[src/rtl/flow_ctrl_tx_pause_if.sv]
// Purpose: bundle of signals between the RX pause decoder, the TX frame engine and the pause responder.
// Latency: none, wires only.
// Backpressure: the engine holds its requests until granted; grants are one-cycle pulses.
//
// Signals:
//   pause_respect_en   honour received PAUSE frames
//   pause_rcvd         one-cycle strobe, valid PAUSE frame decoded
//   pause_quanta_rcvd  quanta carried by that frame (qualified by pause_rcvd)
//   tx_frame_req       engine wants to start a data frame (held until granted)
//   ctrl_frame_req     engine wants to start a MAC control frame (held until granted)
//   tx_frame_busy      engine is transmitting the granted frame
//   tx_frame_go        one-cycle data frame grant
//   ctrl_frame_go      one-cycle control frame grant
//   pause_apply        pause timer non-zero
//   pause_frames_cnt   saturating count of honoured non-zero PAUSE frames
//   paused_cycles      wrapping count of cycles a data request was held off by pause
interface flow_ctrl_tx_pause_if;
    logic        pause_respect_en;
    logic        pause_rcvd;
    logic [15:0] pause_quanta_rcvd;
    logic        tx_frame_req;
    logic        ctrl_frame_req;
    logic        tx_frame_busy;
    logic        tx_frame_go;
    logic        ctrl_frame_go;
    logic        pause_apply;
    logic [15:0] pause_frames_cnt;
    logic [31:0] paused_cycles;

    // Driving side: RX decoder plus TX frame engine.
    modport master (
        output pause_respect_en, pause_rcvd, pause_quanta_rcvd,
               tx_frame_req, ctrl_frame_req, tx_frame_busy,
        input  tx_frame_go, ctrl_frame_go, pause_apply,
               pause_frames_cnt, paused_cycles
    );

    // Responder side.
    modport slave (
        input  pause_respect_en, pause_rcvd, pause_quanta_rcvd,
               tx_frame_req, ctrl_frame_req, tx_frame_busy,
        output tx_frame_go, ctrl_frame_go, pause_apply,
               pause_frames_cnt, paused_cycles
    );
endinterface

[src/rtl/flow_ctrl_tx_pause.sv]
// Purpose: 802.3x TX pause responder; turns decoded PAUSE quanta into a byte-clock hold-off on data frame starts.
// Latency: PAUSE strobe -> pause_apply next cycle; request -> grant one cycle after it is seen unblocked in IDLE.
// Backpressure: data starts are withheld while paused; control frames and in-flight frames are never held.
//
// Ports:
//   tx_clk    TX byte clock (only clock)
//   tx_reset  asynchronous active-high reset
//   fc        flow_ctrl_tx_pause_if.slave (pause input, engine handshake, status/statistics)
// CNT_W must be at least 16+QUANTA_SHIFT so the largest quanta value fits the timer.
module flow_ctrl_tx_pause #(
    parameter int QUANTA_SHIFT = 6,
    parameter int CNT_W        = 22
) (
    input  logic                   tx_clk,
    input  logic                   tx_reset,
    flow_ctrl_tx_pause_if.slave    fc
);

    typedef enum logic [2:0] {
        IDLE       = 3'd0,
        GO_DATA    = 3'd1,
        GO_CTRL    = 3'd2,
        WAIT_START = 3'd3,
        WAIT_END   = 3'd4
    } state_t;

    state_t           state;
    state_t           state_nxt;
    logic [CNT_W-1:0] timer;
    logic [CNT_W-1:0] timer_nxt;
    logic             pause_apply_q;
    logic [15:0]      pause_frames_q;
    logic [31:0]      paused_cycles_q;

    logic             xoff_now;
    logic             block;

    // A non-zero PAUSE arriving this very cycle must already block a grant,
    // otherwise a data frame could slip out one cycle after the PAUSE.
    assign xoff_now = fc.pause_rcvd & fc.pause_respect_en & (fc.pause_quanta_rcvd != 16'd0);
    assign block    = pause_apply_q | xoff_now;

    // ---------------- pause timer ----------------
    // A new frame replaces the remaining time (quanta 0 = XON clears it).
    always_comb begin
        timer_nxt = timer;
        if (!fc.pause_respect_en) begin
            timer_nxt = '0;
        end else if (fc.pause_rcvd) begin
            timer_nxt = CNT_W'(fc.pause_quanta_rcvd) << QUANTA_SHIFT;
        end else if (timer != '0) begin
            timer_nxt = timer - CNT_W'(1);
        end
    end

    // pause_apply is registered from timer_nxt so it always equals (timer != 0).
    always_ff @(posedge tx_clk or posedge tx_reset) begin
        if (tx_reset) begin
            timer         <= '0;
            pause_apply_q <= 1'b0;
        end else begin
            timer         <= timer_nxt;
            pause_apply_q <= (timer_nxt != '0);
        end
    end

    // ---------------- grant FSM: state register ----------------
    always_ff @(posedge tx_clk or posedge tx_reset) begin
        if (tx_reset) begin
            state <= IDLE;
        end else begin
            state <= state_nxt;
        end
    end

    // ---------------- grant FSM: next state ----------------
    always_comb begin
        state_nxt = state;
        case (state)
            IDLE: begin
                if (fc.ctrl_frame_req) begin
                    state_nxt = GO_CTRL;
                end else if (fc.tx_frame_req && !block) begin
                    state_nxt = GO_DATA;
                end
            end
            // Busy may already be up in the grant cycle; skip the start wait then.
            GO_DATA, GO_CTRL: begin
                state_nxt = fc.tx_frame_busy ? WAIT_END : WAIT_START;
            end
            WAIT_START: begin
                if (fc.tx_frame_busy) begin
                    state_nxt = WAIT_END;
                end
            end
            WAIT_END: begin
                if (!fc.tx_frame_busy) begin
                    state_nxt = IDLE;
                end
            end
            default: state_nxt = IDLE;
        endcase
    end

    // ---------------- grant FSM: outputs ----------------
    // Decoded from the state register alone, so each grant is a clean single-cycle pulse.
    always_comb begin
        fc.tx_frame_go   = 1'b0;
        fc.ctrl_frame_go = 1'b0;
        case (state)
            GO_DATA: fc.tx_frame_go   = 1'b1;
            GO_CTRL: fc.ctrl_frame_go = 1'b1;
            default: ;
        endcase
    end

    // ---------------- statistics ----------------
    always_ff @(posedge tx_clk or posedge tx_reset) begin
        if (tx_reset) begin
            pause_frames_q  <= '0;
            paused_cycles_q <= '0;
        end else begin
            if (xoff_now && (pause_frames_q != 16'hFFFF)) begin
                pause_frames_q <= pause_frames_q + 16'd1;
            end
            // Only cycles where a data start was actually held off by pause.
            if ((state == IDLE) && fc.tx_frame_req && !fc.ctrl_frame_req && block) begin
                paused_cycles_q <= paused_cycles_q + 32'd1;
            end
        end
    end

    assign fc.pause_apply      = pause_apply_q;
    assign fc.pause_frames_cnt = pause_frames_q;
    assign fc.paused_cycles    = paused_cycles_q;

endmodule

[src/flat_wrapper.sv]
// flat-port wrapper written by rule: the top's interface ports become plain ports
module flow_ctrl_tx_pause_flat 
#(
    parameter int QUANTA_SHIFT = 6,
    parameter int CNT_W        = 22
)
  (tx_clk, tx_reset, fc_pause_respect_en, fc_pause_rcvd, fc_pause_quanta_rcvd, fc_tx_frame_req, fc_ctrl_frame_req, fc_tx_frame_busy, fc_tx_frame_go, fc_ctrl_frame_go, fc_pause_apply, fc_pause_frames_cnt, fc_paused_cycles);
  flow_ctrl_tx_pause_if fc_i ();
  input  logic tx_clk;
  input  logic tx_reset;
  input wire logic [$bits(fc_i.pause_respect_en)-1:0] fc_pause_respect_en;
  input wire logic [$bits(fc_i.pause_rcvd)-1:0] fc_pause_rcvd;
  input wire logic [$bits(fc_i.pause_quanta_rcvd)-1:0] fc_pause_quanta_rcvd;
  input wire logic [$bits(fc_i.tx_frame_req)-1:0] fc_tx_frame_req;
  input wire logic [$bits(fc_i.ctrl_frame_req)-1:0] fc_ctrl_frame_req;
  input wire logic [$bits(fc_i.tx_frame_busy)-1:0] fc_tx_frame_busy;
  output wire logic [$bits(fc_i.tx_frame_go)-1:0] fc_tx_frame_go;
  output wire logic [$bits(fc_i.ctrl_frame_go)-1:0] fc_ctrl_frame_go;
  output wire logic [$bits(fc_i.pause_apply)-1:0] fc_pause_apply;
  output wire logic [$bits(fc_i.pause_frames_cnt)-1:0] fc_pause_frames_cnt;
  output wire logic [$bits(fc_i.paused_cycles)-1:0] fc_paused_cycles;
  assign fc_i.pause_respect_en = fc_pause_respect_en;
  assign fc_i.pause_rcvd = fc_pause_rcvd;
  assign fc_i.pause_quanta_rcvd = fc_pause_quanta_rcvd;
  assign fc_i.tx_frame_req = fc_tx_frame_req;
  assign fc_i.ctrl_frame_req = fc_ctrl_frame_req;
  assign fc_i.tx_frame_busy = fc_tx_frame_busy;
  assign fc_tx_frame_go = fc_i.tx_frame_go;
  assign fc_ctrl_frame_go = fc_i.ctrl_frame_go;
  assign fc_pause_apply = fc_i.pause_apply;
  assign fc_pause_frames_cnt = fc_i.pause_frames_cnt;
  assign fc_paused_cycles = fc_i.paused_cycles;
  flow_ctrl_tx_pause #(.QUANTA_SHIFT(QUANTA_SHIFT), .CNT_W(CNT_W)) u_core (.tx_clk(tx_clk), .tx_reset(tx_reset), .fc(fc_i));
endmodule
[config.mk]
export PLATFORM = sky130hd
export DESIGN_NAME = flow_ctrl_tx_pause_flat
export DESIGN_NICKNAME = d
export VERILOG_FILES = /design/src/rtl/flow_ctrl_tx_pause_if.sv /design/src/rtl/flow_ctrl_tx_pause.sv /design/src/flat_wrapper.sv
export SDC_FILE = /design/constraint.sdc
export NUM_CORES = 1
export LEC_CHECK = 0
export CAP_MARGIN = 20
export CORE_MARGIN = 2
export CORE_UTILIZATION = 30
export CTS_BUF_LIST = sky130_fd_sc_hd__clkbuf_2
export DETAILED_ROUTE_END_ITERATION = 8
export SYNTH_ARGS = -nofsm -noshare
export SYNTH_HDL_FRONTEND = slang
export SYNTH_SLANG_ARGS = --single-unit
[constraint.sdc]
create_clock -name tx_clk -period 3.3 [get_ports tx_clk]
set_clock_uncertainty 0.05 [all_clocks]
set_input_delay 0.66 -clock tx_clk [delete_from_list [all_inputs] [get_ports tx_clk]]
set_output_delay 0.66 -clock tx_clk [all_outputs]
set_load 0.05 [all_outputs]
==> results of run 1 <==
-- power groups by stage --
stage | clock network (mW) | registers, mW | logic, mW
2_1_floorplan | 0 | 1.32 | 0.369
3_3_place_gp | 0 | 1.14 | 0.810
3_5_place_dp | 0 | 1.15 | 0.824
4_1_cts | 0.612 | 1.13 | 0.829
5_1_grt | 0.650 | 1.15 | 0.892
6_report | 0.587 | 1.13 | 0.824
-- metrics by stage --
| step | std cells | area, um2 | power [mW] |
|---|---|---|---|
| 2_1_floorplan | 384 | 3842 | 1.688 |
| 3_3_place_gp | 632 | 4855 | 1.953 |
| 3_5_place_dp | 632 | 4855 | 1.973 |
| 4_1_cts | 647 | 4990 | 2.574 |
| 5_1_grt | 647 | 4990 | 2.693 |
| 6_report | 647 | 4990 | 2.545 |
-- logic make-up after synthesis --
kind of cell,count (synthesis)
adders and majority gates,3
xor gates and xnor gates,57
DFF,74
AOI/OAI and AO/OA,54
buffers and inverters,17
muxes,1
and+or+nand+nor,178
-- layout make-up --
class	count	area, um2	area share [%]
clock buffers	9	45.04	0.9027
flip-flops and latches	74	1852	37.11
repair buffers	85	833.3	16.70
inverters	8	30.03	0.6018
clock inverters	6	90.09	1.805
well taps	172	215.2	4.313
multi-input cells	293	1924	38.57
-- critical path, delay by kind of cell (launching register included) --
kind                     cells  cell delay, ps
AO/OA/AOI/OAI                1             360
adder cells (fa/ha/maj)      1             290
buffers and inverters        1             100
flip-flops                   1             450
AND/OR/NAND/NOR              6            1650
-- state kept, by name (all words and copies together), names as in the netlist --
register                    count
u_core.fc.pause_frames_cnt     16
u_core.timer                   22
u_core.fc.pause_apply           1
u_core.state                    3
u_core.fc.paused_cycles        32
-- Yosys cell counts, types with 2 or more instances --
cell	n	area, um2
nor2b_1	2	12.51
a31oi_1	8	50.05
nand4_1	11	68.82
nor4_2	3	37.54
or4_4	2	22.52
xnor2_1	38	332.8
or2_2	2	12.51
buf_2	2	10.01
and4_1	5	43.79
ha_1	3	37.54
xor2_1	19	166.4
nor2_1	28	105.1
o21ai_0	18	90.09
nor3_1	13	65.06
nand3_1	19	95.09
nor3b_2	2	25.02
nor3b_1	3	22.52
and3_1	7	43.79
nor4_1	5	31.28
a211oi_1	2	15.01
dfrtp_1	74	1852
inv_1	8	30.03
nand3_2	2	20.02
and2_1	3	18.77
nor3_4	3	48.80
nand2b_1	3	18.77
clkbuf_1	7	26.28
nand2_1	38	142.6
o31a_1	3	26.28
nand4b_1	3	26.28
o31ai_1	3	22.52
or4_1	9	67.56
or3_1	10	62.56
a21oi_1	10	50.05
-- worst max path at each step --
stage                                  start                              to  slack (ps)  cells after the start
floorplan                           tx_reset           u_core.fc.pause_apply         710                      1
global placement    fc_pause_quanta_rcvd[11]  u_core.fc.pause_frames_cnt[12]         220                      9
detailed placement             fc_pause_rcvd     u_core.fc.paused_cycles[22]         210                      7
CTS                          u_core.timer[0]           u_core.fc.pause_apply         270                      9
global route                 u_core.timer[0]           u_core.fc.pause_apply         100                      9
finish                       u_core.timer[0]           u_core.fc.pause_apply         290                      9
-- layer usage --
layer	up-vias	wire length [um]
li1	1562	-
met1	1551	4448
met2	93	4225
met3	17	533
met4	0	178
met5	-	0
==> results.md, run 1 <==
- Outcome: finished clean
- Minimum clock period: 3013 ps
- WL final: 9.386 mm
- Mean post-synth cell area: 10.01 um2
- Sw Share: 38.18%
- Congestion Overflow GR: 0
- Most frequent cells in the layout: dfrtp_1, clkdlybuf4s50_1, nand2_1, xnor2_1, nor2_1
- Via density: 4.981
- Gr busiest metal: met2
- # diodes: 0
- DP Wirelength: 7.012 mm
- CTS Buf Count: 9
- Worst Hold Endpoint: u_core.fc.paused_cycles[31]
- Initial antenna violation count: 0
- Pre-CTS setup slack: 207.1 ps
- Max FO, Critical Path: 8
- Worst path slowest cell: dfrtp_1
- Post-synth EDFFs: 0
- Most common cell on crit path: or3_1
- Number of gates resized after CTS: 0
- Largest net degree at the start of global routing: 43
- Worst path cell trace: inv_1 -> ha_1 -> nor3b_2 -> nand3_2 -> or3_1 -> a311o_1 -> or3_1 -> nor3_1 -> nand4b_1
- H-tree levels: 3
- Internal power: 1.573 mW
- Starting Density: 30.57%
- Req. time, crit path: 3630 ps
- Area Overhead vs Synth: 29.86%
- Clock Tree Buf Depth: 2
- CTS tree: done
- R2r startpoint: u_core.timer[0]
- Most common cell after layout, fill and taps aside: dfrtp_1
- Net count after synthesis: 410
- Distinct cells, synth: 50
- Clock sinks: 74
- Slew @ Worst Pin: 781.2 ps
- Via Count: 3,223
- Max stage delay on crit path: 450 ps
- Mux cell area share after synthesis: 0.2931%
- Arr. time, crit path: 3350 ps
- Combinational fraction of design power: 32.4%
- RD Place Congestion: 0.8471
- Reg2Reg Setup Slack: 290 ps
- Crit. End Element: flip-flop
- Die width: 117.2 um
- Met3 usage: 3.141%
- Mapped Area: 3842 um2
- Final Slew Violations: 0
- Share of cells above drive strength 1: 10.11%
- GRT Total Usage: 14.49%
- Die ar.: 13,730 um2
- GRT met2 Usage: 21.84%
- Postcts setup bufs: 0
- Power share of the clock group: 23.1%
- Max-Cap Viols: 0
- First-pass GRT wire length: 15.56 mm
- Die H: 117.2 um
- Asr flop ratio synth: 100.0%
- Final-report hold violation count: 0
- Combinational family with the most area after synthesis: simple AND/OR/NAND/NOR gates
- R2R Path End: u_core.fc.pause_apply
- Synth Flop Type: dfrtp_1
- Setup TNS: 0 ps
- Synth Register Bits: 74
- Hold Path Class: flip-flop to flip-flop
- Switching pwr: 0.9716 mW
- Kind of critical path: flip-flop to flip-flop
- Post-synthesis xor/xnor area fraction: 12.99%
- Adder-cell area share of the yosys netlist: 0.9769%
- Ports: 74
- Worst R2R Path Depth: 9
- Routed len/inst: 14.51 um
- Residual DRC count: 0
- Reg power frac: 44.5%
- Leakage power: 2.065 nW
- Max Freq: 331.9 MHz
- Met1 Resource Use GR: 20.63%
- Row cnt: 41
- Compound-Gate Fraction of Synth Area: 8.955%
- Post-Synth Simple-Gate Area: 26.86%
- Fin crit share: 91.31%
- YS warnings: 0
- Final setup fails: 0
- Number of global-route vias before repair: 3,166
- Register area share after synthesis: 48.19%
- RSZ-0062 raised after global routing: no
- DR iter-0 viols: 219
- # port buffers: 73
- CP Launch Type: flip-flop
- # fillers: 1,266
- Post-Syn Instances: 384
- Max-slew headroom: 47.49%
- Final ANT Viol Nets: 0
- Hold_ws: 438.8 ps
- Clk slew on worst S/H paths: 230 ps
- Hold Crit Start: u_core.fc.paused_cycles[31]
- Core box area: 12,570 um2
- Utilization after layout: 39.70%
- Detailed Routing Iterations Pass 1: 4
- Hold-fix buffers, CTS: 0
- Worst Hold Depth: 1
- Worst-Skew Late Latency: 510 ps
- Final #Nets: 497
- Worst Setup Slack, final: 286.8 ps
- Max VDD drop: 0.4217 mV
- Power Dens Cells: 510.0 nW/um2
- Root Driver: clkbuf_2
(Power assumes the default switching activity.)
==> inputs of run 2 (changes only) <==
SKIP_CTS_REPAIR_TIMING = 1   (was default)
==> results of run 2 <==
Same layout as run 1: the final DEF is identical, and so are final timing and power.
==> inputs of run 3 (changes only) <==
ABC_AREA = 1   (was default)
CELL_PAD_IN_SITES_DETAIL_PLACEMENT = 1   (was default)
CELL_PAD_IN_SITES_GLOBAL_PLACEMENT = 2   (was default)
PLACE_DENSITY_LB_ADDON = 0.1   (was default)
==> results.md, run 3 <==
- Residual DRC count: 0
- Area contributors post-synth: dfrtp_1, nand2_1, nor2_1
- Max VDD drop: 0.3594 mV
- Net count after synthesis: 715
- Area share of the largest cell type after synthesis: 37.99%
- Sw Share: 46.56%
- Worst-Skew Late Latency: 570 ps
- RSZ-0062 raised after global routing: no
- CP Launch Type: flip-flop
- Max-slew headroom: 54.00%
- DR iter-0 viols: 202
- Distinct cells, synth: 34
- Outcome: finished clean
- R2r startpoint: u_core.timer[0]
- Congestion Overflow GR: 0
- Max Freq: 347.9 MHz
- Final #Nets: 791
- Number of global-route vias before repair: 5,021
- Register area share after synthesis: 37.99%
- Via density: 4.751
- DP Wirelength: 11.78 mm
- Final ANT Viol Nets: 0
- # port buffers: 73
- Largest net degree at the start of global routing: 41
- Power Dens Cells: 517.9 nW/um2
- Final-report hold violation count: 0
- Minimum clock period: 2874 ps
- Internal power: 1.650 mW
- Hold Path Class: input port to asynchronous set/reset pin
- WL final: 15.38 mm
- Fin crit share: 87.09%
- GRT Total Usage: 18.77%
- Clock Tree Buf Depth: 2
- CTS tree: done
- # fillers: 2,047
- Core box area: 15,890 um2
- Arr. time, crit path: 2160 ps
- Final Slew Violations: 0
- Via Count: 4,684
- Max reg flops: 32
- YS warnings: 0
- Root Driver: clkbuf_2
- Starting Density: 30.69%
- Most common cell after layout, fill and taps aside: nand2_1
- Ports: 74
- CP startpoint: u_core.state[2]
- Row cnt: 46
- Area Overhead vs Synth: 22.25%
- Worst Setup Slack, final: 426.0 ps
- Reg power frac: 39.4%
- Power share of the clock group: 17.0%
- Die H: 131.5 um
- Slew @ Worst Pin: 689.0 ps
- Routed len/inst: 15.59 um
- Max FO, Critical Path: 6
- Asr flop ratio synth: 100.0%
- Mean post-synth cell area: 7.075 um2
- RD Place Congestion: 0.8229
- Final setup fails: 0
- Post-synth EDFFs: 0
- Total design power: 3.087 mW
- Most frequent cell after synthesis: nand2_1
- Pre-CTS setup slack: 388.4 ps
- Most frequent cells in the layout: nand2_1, nor2_1, dfrtp_1
- Synth Register Bits: 74
- First-pass GRT wire length: 26.13 mm
- Post-Syn Instances: 689
- Final Non-Filler Cells: 986
- Die ar.: 17,280 um2
- Clk slew on worst S/H paths: 220 ps
- Die width: 131.5 um
- Detailed Routing Iterations Pass 1: 6
- Reg area: 1852 um2
- CTS Buf Count: 9
- Kind of critical path: flip-flop to output port
- Req. time, crit path: 2590 ps
- Clock sinks: 74
- H-tree levels: 3
- Area of the multi-input gates: 2616 um2
- Mapped Area: 4875 um2
- Share of cells above drive strength 1: 9.103%
- Max-Cap Viols: 0
- Area leader, netlist: dfrtp_1
- Synth Flop Type: dfrtp_1
- Leakage power: 2.835 nW
- Combinational fraction of design power: 43.6%
- Switching pwr: 1.437 mW
- Crit. End Element: output port
- Setup TNS: 0 ps
- Synth cell count leaders: nand2_1, nor2_1, dfrtp_1
- Cells after DPL: 970
- Initial antenna violation count: 1
==> run 3: changes by cell type after synthesis, sizes merged, moves of 9 or more <==
cell and delta:
inv +76, xnor2 -22, nand2 +192, or3 -11, or4 -11, nor2 +62
buf +11, o21a +11, nand3 +28, a21oi -9
==> run 3: through the flow <==
| step | hold slack (ps) | area, um2 | util, % |
|---|---|---|---|
| 2_1_floorplan | 476.3 | 4875 | - |
| 3_3_place_gp | 458.2 | 5858 | 36.88 |
| 3_5_place_dp | 464.3 | 5858 | 36.88 |
| 4_1_cts | 229.5 | 5957 | 37.50 |
| 5_1_grt | 262.3 | 5959 | 37.52 |
| 6_report | 276.5 | 5959 | 37.52 |
==> run 3: metal layers <==
layer	GRT usage, %	vias to the layer above	share of wire, %
met5	0	-	0
met4	6.280	0	1.7
met3	2.855	16	2.5
met2	30.10	61	46
met1	25.88	2274	50
li1	-	2333	-
==> run 3: cell families (layout without fill, tap and decap cells) <==
| family | after synthesis | count (layout) | share of synthesized area, % |
|---|---|---|---|
| AND/OR/NAND/NOR | 430 | 430 | 40.43 |
| buffers and inverters | 100 | 180 | 8.342 |
| flip-flops | 74 | 74 | 37.99 |
| AO/OA/AOI/OAI | 42 | 42 | 5.288 |
| XOR/XNOR | 40 | 40 | 7.187 |
| adder cells (fa/ha/maj) | 3 | 3 | 0.7701 |
| other | 0 | 1 | 0 |
==> run 3: path summary, 6_finish.rpt <==
check,cells past startpoint,end,slack (ps)
worst min register to register,1,u_core.fc.pause_frames_cnt[4],490
worst max-delay path,4,fc_tx_frame_go,430
min in group tx_clk,1,u_core.fc.pause_frames_cnt[4],490
worst min-delay path,2,u_core.fc.pause_frames_cnt[0],280
worst max register to register,13,u_core.fc.pause_apply,700
max in group asynchronous,3,u_core.fc.paused_cycles[30],2270
==> run 3: final cells by class <==
class | instances | area share (%)
diodes | 1 | 0.04199
clock buffers | 11 | 0.9238
clock inverters | 4 | 0.7348
inverters | 84 | 5.312
multi-input cells | 515 | 43.90
flip-flops and latches | 74 | 31.07
well taps | 216 | 4.535
repair buffers | 81 | 13.48
==> run 3: power by group through the flow <==
stage | combinational [mW] | sequential [mW] | clock (mW)
finish | 1.35 | 1.22 | 0.523
global route | 1.48 | 1.25 | 0.579
CTS | 1.36 | 1.22 | 0.552
detailed placement | 1.36 | 1.23 | 0
global placement | 1.33 | 1.23 | 0
floorplan | 0.605 | 1.53 | 0
==> run 3: critical path: stages, from the launching register on <==
cell and delay (ps):
dfrtp_1 480, inv_1 90, nand2_1 90, nor2_1 130, clkdlybuf4s50_1 820
